==> src/rtl/instr_trace_buffer_pkg.sv <==
// -----------------------------------------------------------------------------
// instr_trace_buffer_pkg
// Shared definitions for the instruction trace buffer:
//   - MIPS instruction field positions used by the record decoder
//   - trace capture state encoding
//   - width of one buffered trace record
// Configuration macro: TRACE_TIMESTAMP_EN widens each record by a 32-bit
// cycle stamp (96-bit records instead of 64-bit).
// -----------------------------------------------------------------------------
package instr_trace_buffer_pkg;

    // MSB position of each MIPS I-type field inside the instruction word
    localparam int OPC_MSB = 31;
    localparam int RS_MSB  = 25;
    localparam int RT_MSB  = 20;
    localparam int OFF_MSB = 15;

    typedef enum logic [1:0] {
        IDLE    = 2'd0,
        CAPTURE = 2'd1,
        DONE    = 2'd2
    } trace_state_t;

    // Record layout: {[stamp,] pc, instr}
`ifdef TRACE_TIMESTAMP_EN
    localparam int REC_W = 96;
`else
    localparam int REC_W = 64;
`endif

endpackage

==> src/rtl/instr_trace_buffer_trace_fifo.sv <==
// -----------------------------------------------------------------------------
// trace_fifo
// Parameterised synchronous FIFO with wrap-bit pointers.
// Ports:
//   clk, reset      clock, asynchronous active-high reset
//   flush           synchronous empty (pointers back to zero)
//   push, wdata     write request and data; accepted when not full, or when
//                   full and a pop happens in the same cycle
//   pop             read request; ignored while empty
//   full, empty     occupancy flags
//   rdata           head entry, read combinationally from the registered array
// -----------------------------------------------------------------------------
module trace_fifo #(
    parameter int WIDTH = 64,
    parameter int DEPTH = 16
) (
    input  logic             clk,
    input  logic             reset,
    input  logic             flush,
    input  logic             push,
    input  logic             pop,
    input  logic [WIDTH-1:0] wdata,
    output logic             full,
    output logic             empty,
    output logic [WIDTH-1:0] rdata
);

    localparam int AW = $clog2(DEPTH);

    logic [WIDTH-1:0] mem [DEPTH];
    logic [AW:0]      wptr;
    logic [AW:0]      rptr;
    logic             do_push;
    logic             do_pop;

    assign empty = (wptr == rptr);
    assign full  = (wptr[AW] != rptr[AW]) && (wptr[AW-1:0] == rptr[AW-1:0]);

    assign do_pop  = pop && !empty;
    // When full, the slot being written is the one being popped this cycle.
    assign do_push = push && (!full || do_pop);

    // NOTE: sequential state uses non-blocking assignments so every register
    // samples the pre-edge values regardless of statement order.
    always_ff @(posedge clk or posedge reset) begin
        if (reset) begin
            wptr <= '0;
            rptr <= '0;
        end else if (flush) begin
            wptr <= '0;
            rptr <= '0;
        end else begin
            if (do_push) wptr <= wptr + 1'b1;
            if (do_pop)  rptr <= rptr + 1'b1;
        end
    end

    // NOTE: the storage array is deliberately not reset; entries are only
    // observable between valid pointers, and a reset would cost a flop-based
    // array instead of plain memory.
    always_ff @(posedge clk) begin
        if (do_push) mem[wptr[AW-1:0]] <= wdata;
    end

    assign rdata = mem[rptr[AW-1:0]];

endmodule

==> src/rtl/instr_trace_buffer.sv <==
// -----------------------------------------------------------------------------
// instr_trace_buffer
// Passive capture stage behind the single-cycle MIPS datapath. While a capture
// window is open, every committed PC/instruction is pushed into a FIFO and
// presented as a decoded trace record on a valid/ready stream.
// Configuration macro: TRACE_TIMESTAMP_EN adds a free-running 32-bit cycle
// counter whose value is stored with each sample and shown on out_stamp.
// Ports:
//   clk, reset            clock, asynchronous active-high reset
//   start, clear          open capture window / abort, flush and go idle
//   cap_en, cap_pc,
//   cap_instr             commit strobe and committed PC / instruction
//   out_valid, out_ready  record stream handshake
//   out_pc .. out_offset  head record and its decoded MIPS fields
//   out_stamp             head record cycle stamp (TRACE_TIMESTAMP_EN only)
//   busy, done            capturing / window finished and fully drained
//   overflow, drop_cnt    sticky drop flag and saturating drop count
// -----------------------------------------------------------------------------
module instr_trace_buffer
    import instr_trace_buffer_pkg::*;
#(
    parameter int DEPTH         = 16,
    parameter int CAPTURE_LIMIT = 17,
    parameter int DROP_W        = 8
) (
    input  logic              clk,
    input  logic              reset,
    input  logic              start,
    input  logic              clear,
    input  logic              cap_en,
    input  logic [31:0]       cap_pc,
    input  logic [31:0]       cap_instr,
    output logic              out_valid,
    input  logic              out_ready,
    output logic [31:0]       out_pc,
    output logic [31:0]       out_instr,
    output logic [5:0]        out_opcode,
    output logic [4:0]        out_rs,
    output logic [4:0]        out_rt,
    output logic [15:0]       out_offset,
    output logic              busy,
    output logic              done,
    output logic              overflow,
    output logic [DROP_W-1:0] drop_cnt
`ifdef TRACE_TIMESTAMP_EN
    ,
    output logic [31:0]       out_stamp
`endif
);

    // Sample counter wide enough to hold CAPTURE_LIMIT; wraps when unlimited.
    localparam int CNT_W = (CAPTURE_LIMIT < 2) ? 1 : $clog2(CAPTURE_LIMIT + 1);

    trace_state_t     state;
    logic [CNT_W-1:0] sample_cnt;
    logic             sample;
    logic             push;
    logic             pop;
    logic             drop;
    logic             at_limit;
    logic             fifo_full;
    logic             fifo_empty;
    logic [REC_W-1:0] wdata;
    logic [REC_W-1:0] head;

    // clear outranks sampling; start has no effect outside IDLE.
    assign sample   = (state == CAPTURE) && cap_en && !clear;
    assign pop      = out_valid && out_ready;
    assign push     = sample && (!fifo_full || pop);
    assign drop     = sample && fifo_full && !pop;
    assign at_limit = (CAPTURE_LIMIT != 0) &&
                      (sample_cnt == CNT_W'(CAPTURE_LIMIT - 1));

`ifdef TRACE_TIMESTAMP_EN
    logic [31:0] cycle_cnt;

    always_ff @(posedge clk or posedge reset) begin
        if (reset)      cycle_cnt <= '0;
        else if (clear) cycle_cnt <= '0;
        else            cycle_cnt <= cycle_cnt + 32'd1;
    end

    assign wdata     = {cycle_cnt, cap_pc, cap_instr};
    assign out_stamp = head[95:64];
`else
    assign wdata = {cap_pc, cap_instr};
`endif

    always_ff @(posedge clk or posedge reset) begin
        if (reset) begin
            state      <= IDLE;
            sample_cnt <= '0;
            overflow   <= 1'b0;
            drop_cnt   <= '0;
        end else if (clear) begin
            state      <= IDLE;
            sample_cnt <= '0;
            overflow   <= 1'b0;
            drop_cnt   <= '0;
        end else begin
            case (state)
                IDLE: begin
                    if (start) begin
                        state      <= CAPTURE;
                        sample_cnt <= '0;
                    end
                end
                CAPTURE: begin
                    if (sample) begin
                        // Every sample counts toward the limit, stored or not.
                        sample_cnt <= sample_cnt + 1'b1;
                        if (at_limit) state <= DONE;
                        if (drop) begin
                            overflow <= 1'b1;
                            if (drop_cnt != '1) drop_cnt <= drop_cnt + 1'b1;
                        end
                    end
                end
                DONE:    state <= DONE;
                default: state <= IDLE;
            endcase
        end
    end

    trace_fifo #(
        .WIDTH (REC_W),
        .DEPTH (DEPTH)
    ) u_fifo (
        .clk   (clk),
        .reset (reset),
        .flush (clear),
        .push  (push),
        .pop   (pop),
        .wdata (wdata),
        .full  (fifo_full),
        .empty (fifo_empty),
        .rdata (head)
    );

    assign out_valid  = !fifo_empty;
    assign busy       = (state == CAPTURE);
    assign done       = (state == DONE) && fifo_empty;

    assign out_pc     = head[63:32];
    assign out_instr  = head[31:0];
    assign out_opcode = out_instr[OPC_MSB -: 6];
    assign out_rs     = out_instr[RS_MSB -: 5];
    assign out_rt     = out_instr[RT_MSB -: 5];
    assign out_offset = out_instr[OFF_MSB -: 16];

endmodule

==> config.mk <==
export PLATFORM = sky130hd
export DESIGN_NAME = instr_trace_buffer
export DESIGN_NICKNAME = d
export VERILOG_FILES = /design/src/rtl/instr_trace_buffer_pkg.sv /design/src/rtl/instr_trace_buffer_trace_fifo.sv /design/src/rtl/instr_trace_buffer.sv
export SDC_FILE = /design/constraint.sdc
export NUM_CORES = 1
export LEC_CHECK = 0
export CAP_MARGIN = 5
export CORE_UTILIZATION = 55
export CTS_CLUSTER_DIAMETER = 40
export CTS_CLUSTER_SIZE = 16
export DETAILED_ROUTE_END_ITERATION = 6
export PLACE_DENSITY = 0.73
export SYNTH_ARGS = -nofsm -noshare
export SYNTH_HDL_FRONTEND = slang
export SYNTH_SLANG_ARGS = --single-unit
==> constraint.sdc <==
create_clock -name clk -period 14.8 [get_ports clk]
set_input_delay 1.48 -clock clk [delete_from_list [all_inputs] [get_ports clk]]
set_output_delay 1.48 -clock clk [all_outputs]
set_load 0.02 [all_outputs]
[Word level (Yosys, flattened, before mapping)]
Memory sizes are Yosys's and may differ from the RTL's.
Cells that the tools add are included.
Widths: inputs -> output; s select.
Cells by class
  add/sub/neg operators: 4
  multiply operators: 0
  div/mod/pow operators: 0
  order comparisons: 0
  equal/unequal tests: 10
  shifts and indexed selects: 0
  multiplexer cells: 24
  bitwise gates (word level): 0
  reduce and logical (&&, ||, !) cells: 28
Operators by type and width (count)
  $mux 8: 5
  $mux 5: 7
  $add 5x1->5 const B: 3
  $reduce_bool 2->1: 6
  $logic_and 1x1->1: 10
  $pmux 5 s2: 1
  $reduce_and 3->1: 3
  $add 8x1->8 const B: 1
  $mux 2: 4
  $ne 8x8->1 const B: 1
  $mux 1: 6
  $ne 3x2->1 const B: 2
  $pmux 2 s3: 1
  $eq 5x5->1: 1
  $eq 5x5->1 const B: 1
  $eq 4x4->1: 1
  $logic_not 1->1: 4
  $reduce_and 4->1: 1
  $ne 3x3->1 const B: 1
  $reduce_bool 3->1: 1
  $eq 2x1->1 const B: 1
  $eq 2x2->1 const B: 1
  $logic_not 2->1: 1
  $logic_or 1x1->1: 2
  $ne 1x1->1: 1
Word-level totals
  register bits after elaboration: 26
  bits in latches: 0
  bits in writable memories: 1024
  memory bits (read-only): 0
  input port bits: 70
  output and inout bits: 108
  word-level logic and storage cells: 73
  memories: 1
Memory list
  u_fifo.mem: depth 16, width 64, rd ports 1, clocked after memory_dff 0, write ports 1, line instr_trace_buffer_trace_fifo.sv:30  | logic [WIDTH-1:0] mem [DEPTH];

[Depth between registers and ports, before layout]
Gate-level depths: netlist of run 1.
  depth in word-level cells: 9
  depth in mapped cells: 8
  gate-level depth less buffers: 6

[Cells and area by module]
Synthesis of run 1 repeated with hierarchy kept, for this count alone.
Unflattened totals
  cells, all modules: 1865
  area total of the unflattened synthesis: 40846.7 µm²
By module, submodules not included
  trace_fifo: times used 1, cells an instance 1715, area each 39606.7 µm², seq. area each 30999.7 µm²
  instr_trace_buffer: times used 1, cells an instance 150, area each 1239.9 µm², seq. area each 400.4 µm²

[Least setup slack after synthesis of run 1]
Ideal clock, no wire load.
  kind: input -> register
  start: in out_ready
  end: reg u_fifo.wptr[4]
  data arrival time: 5295 ps
  slack: 9217 ps
  stages on the path: 4
  cell sequence: clkbuf_1 > nor2_1 > a21oi_1 > mux2i_1
On the way
  cells in the longest elaborated chain, start to end: 5
  elaborated cells between the ends (all ways): 7
  those cells by class: reduce/logical (7)
RTL lines
  start: declaration: line instr_trace_buffer.sv:34  | input logic out_ready,
  $logic_and 1x1->1 *: line instr_trace_buffer.sv:68  | assign pop = out_valid && out_ready;
  $logic_or 1x1->1 or $logic_and 1x1->1 (tied branches): line instr_trace_buffer.sv:69, instr_trace_buffer_trace_fifo.sv:39
  $logic_and 1x1->1 or $logic_or 1x1->1 (tied branches): line instr_trace_buffer.sv:69, instr_trace_buffer_trace_fifo.sv:41
  $logic_and 1x1->1 *: line instr_trace_buffer_trace_fifo.sv:41  | assign do_push = push && (!full || do_pop);
  $reduce_bool 2->1 (no line) *
  end signal: assignment: line instr_trace_buffer_trace_fifo.sv:53  | if (do_push) wptr <= wptr + 1'b1;
  end: declaration: line instr_trace_buffer_trace_fifo.sv:31  | logic [AW:0] wptr;
Mark *: on every way between the ends. The rest lies on a longest branch, timed or not.
A chain may end at the register's enable or synchronous reset.

[Worst setup path in the final report of run 1]
  start: reg u_fifo.rptr[0]
  end: out out_pc[24]
On the way
  cells in the longest elaborated chain, start to end: 1
RTL lines
  start: declaration: line instr_trace_buffer_trace_fifo.sv:32  | logic [AW:0] rptr;
  start signal: assignment: line instr_trace_buffer_trace_fifo.sv:54  | if (do_pop) rptr <= rptr + 1'b1;
  $mem_v2 16x64
  end: declaration: line instr_trace_buffer.sv:35  | output logic [31:0] out_pc,
No other way between the ends.

==> flow_metrics.env, run 1 <==
export IMPL_status="complete, but fails checks"
export IMPL_violations="design-rule violations"
export IMPL_drtAntennaViolNets=0
export IMPL_regArea_um2=31400
export IMPL_cts_buffers=132
export IMPL_max_stage_delay_ps=910
export IMPL_hp_start="overflow"
export IMPL_combPwrFrac=0.172
export IMPL_synthTopCellsByArea="edfxtp_1 (75%), mux4_2 (14%), dfrtp_1 (1.6%)"
export IMPL_start_util=0.557
export IMPL_hold_violations=0
export IMPL_worst_pin_slew_ps=1110
export IMPL_finalCriticalPeriod_ps=6540
export IMPL_wl_met1_um=35900
export IMPL_rows=99
export IMPL_worst_path_max_delay_cell="dfrtp_4"
export IMPL_drt_first_iter_violations=1957
export IMPL_p_per_area_nw_per_um2=166
export IMPL_crit_start="u_fifo.rptr[0]"
export IMPL_seqPwrFrac=0.419
export IMPL_clock_sinks=1050
export IMPL_viasPerCell=6.23
export IMPL_dr_wl_met2_um=44300
export IMPL_yosysUniqueCellTypes=46
export IMPL_grt_pass1_vias=20400
export IMPL_synth_edf_count=1024
export IMPL_grt_pass1_wl_um=130000
export IMPL_post_cts_resized=0
export IMPL_core_area_um2=73200
export IMPL_drive_above_1_share=0.235
export IMPL_gp_congestion=0.747
export IMPL_cp_required_ps=13320
export IMPL_async_flop_share=0.0248
export IMPL_tns_ps=0
export IMPL_syn_area_per_cell_um2=21.1
export IMPL_path_cells="buf_12 -> buf_4 -> mux4_2 -> nor2b_1 -> a211oi_1 -> a31oi_1 -> clkdlybuf4s50_1"
export IMPL_grt_overflow=0
export IMPL_period_share=0.442
export IMPL_cp_max_fo=102
export IMPL_synthFlopType="edfxtp_1"
export IMPL_max_freq_ghz=0.153
export IMPL_crit_type="register to output port"
export IMPL_hold_buffers=0
export IMPL_drc_errors=26
export IMPL_clock_skew_ps=39.2
export IMPL_p_int_mw=6.00
export IMPL_die_h_um=274
export IMPL_syn_inst=1932
export IMPL_wl_per_cell_um=27.5
export IMPL_cts_htree_levels=4
export IMPL_syn_nets=2013
export IMPL_clock_tree_buffer_depth=3
export IMPL_drv_cap=0
export IMPL_grt_total_usage=0.239
export IMPL_ys_ff_latch=1050
export IMPL_netSwitchingPower_mw=1.96
export IMPL_root_buffer="clkbuf_16"
export IMPL_cts_clk_slew_worst_paths_ps=50
export IMPL_synth_most_common_cell="edfxtp_1"
export IMPL_die_area_um2=75200
export IMPL_maxSlewHeadroom=0.259
export IMPL_p_clk_frac=0.409
export IMPL_cp_arrival_ps=5060
export IMPL_rsz0062_at_grt="no"
export IMPL_tritoncts="done"
export IMPL_timing_rr_start="u_fifo.rptr[0]"
export IMPL_antenna_found_initial=5
export IMPL_synth_area_leader_cell="edfxtp_1"
export IMPL_first_pass_iters=7
export IMPL_die_w_um=274
export IMPL_place_ws_ps=8780
export IMPL_ios=178
export IMPL_worstHoldPathType="register to register"
export IMPL_vias=19900
export IMPL_startpoint_type="register"
export IMPL_maxUsedRoutingLayer="met5"
export IMPL_ys_warn_count=0
export IMPL_wl_um=87600
export IMPL_crit_path_end_kind="output port"
export IMPL_wl_met3_um=5650
export IMPL_area_delta_synth_final_pct=17.4
export IMPL_p_leak_nw=14.9
export IMPL_post_route_util=0.654
export IMPL_yosys_area_top_type_share=0.754
export IMPL_syn_cell_area_um2=40800
export IMPL_ir_drop_mv=0.140
export IMPL_finalMaxSlewViolations=0
export IMPL_setup_violations=0
export IMPL_switching_share=0.247
export IMPL_nets=2207
export IMPL_numPortBuffers=177
export IMPL_cts_setup_buffers=0
export IMPL_synth_commonest_cells="edfxtp_1 (1,024), mux4_2 (256), nand2_1 (137)"
export IMPL_setup_ws_ps=8260
export IMPL_fill_cells=4623
export IMPL_grt_max_degree=148
export IMPL_yosysSeqAreaShare=0.770
export IMPL_dp_hpwl_um=43300
export IMPL_multi_input_area_um2=8670
export IMPL_clock_latency_ps=710
## flip-flops by register name, summed over array words and instances (netlist names)
name         cells
u_fifo.rptr      5
drop_cnt         8
state            2
u_fifo.mem    1024
u_fifo.wptr      5
sample_cnt       5
overflow         1
## stage by stage
stage,hold slack [ps],cells,instance area [um^2],power (mW)
3_5_place_dp,516,2951,43300,4.79
2_1_floorplan,459,1932,40800,4.39
4_1_cts,522,3189,47900,8.04
5_1_grt,551,3190,47900,8.23
6_report,512,3190,47900,7.96
3_3_place_gp,477,2951,43300,4.77
## critical path: cells and delay by family, from the launching register on
| kind | cells | cell delay (ps) |
|---|---|---|
| flops | 1 | 910 |
| buf+inv | 3 | 2170 |
| mux | 1 | 600 |
| simple gates | 1 | 140 |
| compound gates | 2 | 420 |
## cell usage in the layout (no fill, tap or decap), types with 11 or more instances in the layout
cell | Yosys | final
a211oi_1 | 65 | 65
nand2b_1 | 12 | 12
clkinvlp_4 | 0 | 17
nor2_1 | 12 | 12
clkinv_4 | 0 | 11
and3_4 | 0 | 15
bufinv_16 | 0 | 17
a31oi_1 | 65 | 65
ha_1 | 11 | 11
edfxtp_1 | 1024 | 1024
mux4_2 | 256 | 256
clkinv_1 | 0 | 15
clkinv_2 | 0 | 11
nand2_1 | 137 | 137
nor2b_1 | 72 | 72
clkbuf_16 | 0 | 139
dfrtp_1 | 26 | 22
buf_4 | 48 | 24
clkdlybuf4s50_1 | 0 | 177
clkbuf_1 | 68 | 12
## layout make-up
cell class | instances | share of cell area
flip-flops and latches | 1050 | 0.656
multi-input cells | 728 | 0.181
clock buffers | 151 | 0.0736
repair buffers | 204 | 0.0420
well taps | 959 | 0.0251
clock inverters | 87 | 0.0212
inverters | 10 | 0.000784
diodes | 1 | 0.0000523
## final timing paths
| check | endpoint | slack [ps] | cells after the start |
|---|---|---|---|
| worst max register to register | u_fifo.mem[4][26] | 9940 | 6 |
| worst min-delay path | overflow | 510 | 2 |
| worst min register to register | overflow | 510 | 2 |
| max in group asynchronous | u_fifo.rptr[0] | 12650 | 2 |
| worst max-delay path | out_pc[24] | 8260 | 7 |
| min in group asynchronous | drop_cnt[0] | 1370 | 2 |
## metal layers
layer / up-vias / GRT usage
met1: 10600 / 0.334
met4: 6 / 0.0731
li1: 8389 / -
met2: 785 / 0.388
met5: - / 0
met3: 127 / 0.0415
## power by group through the flow
stage                     Combinational [mW]  Clock (mW)  Sequential, mW
final                                   1.37        3.26            3.34
after global routing                    1.47        3.42            3.34
after CTS                               1.39        3.30            3.34
after detailed placement                1.39           0            3.40
after global placement                  1.37           0            3.40
after floorplan                         1.03           0            3.36
## kinds of logic (layout without fill, tap and decap cells)
kind of cell,Yosys count,in the layout,share of synthesized area
mux,268,268,0.145
other cells,0,1,0
buf+inv,154,452,0.0193
xor+xnor,6,6,0.00129
simple gates,278,278,0.0338
flops,1050,1050,0.770
fa+ha+maj,11,11,0.00338
compound gates,165,165,0.0275
(Power assumes the default switching activity.)
==> run 2: changes to the inputs <==
- CORE_UTILIZATION: 55 -> 54
- PLACE_DENSITY: 0.73 -> 0.75
- clock period: 14.8 -> 5.57 ns (I/O delays scaled with it)
==> run 2 against run 1 <==
Effect of this change:
- the flow now finishes without violations
- critical path depth shrank 1
- register-to-register slack got worse by 8300 ps
- non-clock buffer count unchanged
- worst hold slack lost 41 ps
- sequential cell count stayed put
- design area is 0.71% lower
==> flow_metrics.env, run 2 (same netlist as run 1, synthesis figures left out) <==
export IMPL_mostFrequentLayoutCells="edfxtp_1 (1,024), mux4_2 (256), clkdlybuf4s50_1 (177)"
export IMPL_cp_max_fo=45
export IMPL_worstHoldPathType="input pin to async pin"
export IMPL_die_h_um=277
export IMPL_grt_total_usage=0.226
export IMPL_drtAntennaViolNets=0
export IMPL_drc_errors=0
export IMPL_timing_rr_start="u_fifo.rptr[0]"
export IMPL_setup_violations=0
export IMPL_wl_per_cell_um=26.7
export IMPL_die_w_um=277
export IMPL_postLayoutCellArea_um2=47500
export IMPL_hold_buffers=0
export IMPL_p_total_mw=20.5
export IMPL_placement_cell_area_um2=43400
export IMPL_rsz0062_at_grt="no"
export IMPL_maxSlewHeadroom=0.155
export IMPL_r2r_setup_slack_ps=1680
export IMPL_drt_first_iter_violations=1566
export IMPL_path_cells="buf_4 -> mux4_2 -> nor2b_1 -> a211oi_1 -> a31oi_1 -> clkdlybuf4s50_1"
export IMPL_post_cts_resized=0
export IMPL_crit_start="u_fifo.rptr[0]"
export IMPL_p_clk_frac=0.385
export IMPL_final_cells=3185
export IMPL_ir_drop_mv=0.312
export IMPL_tritoncts="done"
export IMPL_cp_required_ps=5010
export IMPL_numPortBuffers=177
export IMPL_crit_type="register to output port"
export IMPL_cp_arrival_ps=4220
export IMPL_ios=178
export IMPL_cts_htree_levels=3
export IMPL_finalMaxSlewViolations=0
export IMPL_combPwrFrac=0.182
export IMPL_wl_um=85100
export IMPL_grt_max_degree=177
export IMPL_clock_latency_ps=680
export IMPL_first_pass_iters=5
export IMPL_switching_share=0.260
export IMPL_n_antenna_cell=0
export IMPL_cts_buffers=118
export IMPL_finalCriticalPeriod_ps=4780
export IMPL_viasPerCell=6.19
export IMPL_rows=100
export IMPL_largest_reg_flops=1024
export IMPL_drive_above_1_share=0.237
export IMPL_rr_worst_depth=4
export IMPL_core_area_um2=74600
export IMPL_grt_pass1_vias=20900
export IMPL_cts_setup_buffers=0
export IMPL_period_share=0.858
export IMPL_root_buffer="clkbuf_16"
export IMPL_seqPwrFrac=0.432
export IMPL_startpoint_type="register"
export IMPL_fin_hold_ws_ps=471
export IMPL_p_leak_nw=14.7
export IMPL_grt_pass1_wl_um=130000
export IMPL_cp_buffers_inverters=2
export IMPL_endpoint="out_instr[8]"
export IMPL_final_common_cell="edfxtp_1"
export IMPL_reg2reg_to="u_fifo.mem[9][26]"
export IMPL_worst_path_max_delay_cell="dfrtp_4"
export IMPL_worst_pin_slew_ps=1270
export IMPL_crit_path_end_kind="output port"
export IMPL_nets=2193
export IMPL_max_freq_ghz=0.209
export IMPL_die_area_um2=76600
export IMPL_area_delta_synth_final_pct=16.6
export IMPL_dp_hpwl_um=43600
export IMPL_cp_depth=6
export IMPL_drv_cap=0
export IMPL_gp_congestion=0.763
export IMPL_status="completed"
export IMPL_vias=19700
export IMPL_hold_violations=0
export IMPL_p_int_mw=15.2
export IMPL_netSwitchingPower_mw=5.34
export IMPL_clock_tree_buffer_depth=3
export IMPL_cts_clk_slew_worst_paths_ps=60
export IMPL_p_per_area_nw_per_um2=432
export IMPL_clock_skew_ps=24.0
export IMPL_grt_overflow=0
export IMPL_start_util=0.547
export IMPL_tns_ps=0
export IMPL_antenna_found_initial=1
export IMPL_dpl_cell_count=2961
export IMPL_critPathTopFamily="buffers and inverters"
export IMPL_clock_sinks=1050
export IMPL_max_stage_delay_ps=1010
-- run 2: worst reg2reg max path, stage by stage, from the launching register on --
cell and delay [ps]:
dfrtp_4 1010, xnor2_1 240, and4_1 340, a21oi_2 670, and3_4 1160
-- run 2: power groups by stage --
stage | registers [mW] | logic (mW) | clock network, mW
floorplan | 8.93 | 2.72 | 0
finish | 8.87 | 3.74 | 7.91
global placement | 9.03 | 3.73 | 0
CTS | 8.88 | 3.81 | 8.00
detailed placement | 9.04 | 3.77 | 0
global route | 8.89 | 3.99 | 8.32
-- run 2: stage by stage --
step	setup slack, ps	util
after floorplan	577	-
after global placement	1500	0.582
after detailed placement	1500	0.582
after CTS	711	0.637
after global routing	608	0.637
final	791	0.637
-- run 2: area by class of cell --
type / count / area, um^2
clock inverter: 99 / 1070
tap: 969 / 1210
timing repair buffer: 204 / 2100
clock buffer: 125 / 3030
sequential: 1050 / 31400
multi-input combinational: 728 / 8670
fill: 4850 / 27000
inverter: 10 / 37.5
-- run 2: metal layers --
layer / share of wire / global-route usage
met5: 0.00015 / 0
met4: 0.024 / 0.0731
met3: 0.059 / 0.0341
met2: 0.51 / 0.382
met1: 0.40 / 0.306
-- run 2: worst min-delay path by stage --
| stage | from | to | slack (ps) | depth (start not counted) |
|---|---|---|---|---|
| CTS | reset | u_fifo.wptr[1] | 490 | 2 |
| floorplan | sample_cnt[3] | sample_cnt[3] | 460 | 1 |
| finish | reset | u_fifo.rptr[3] | 470 | 2 |
| global placement | sample_cnt[3] | sample_cnt[3] | 480 | 1 |
| detailed placement | sample_cnt[3] | sample_cnt[3] | 500 | 1 |
| global route | sample_cnt[3] | sample_cnt[3] | 540 | 1 |
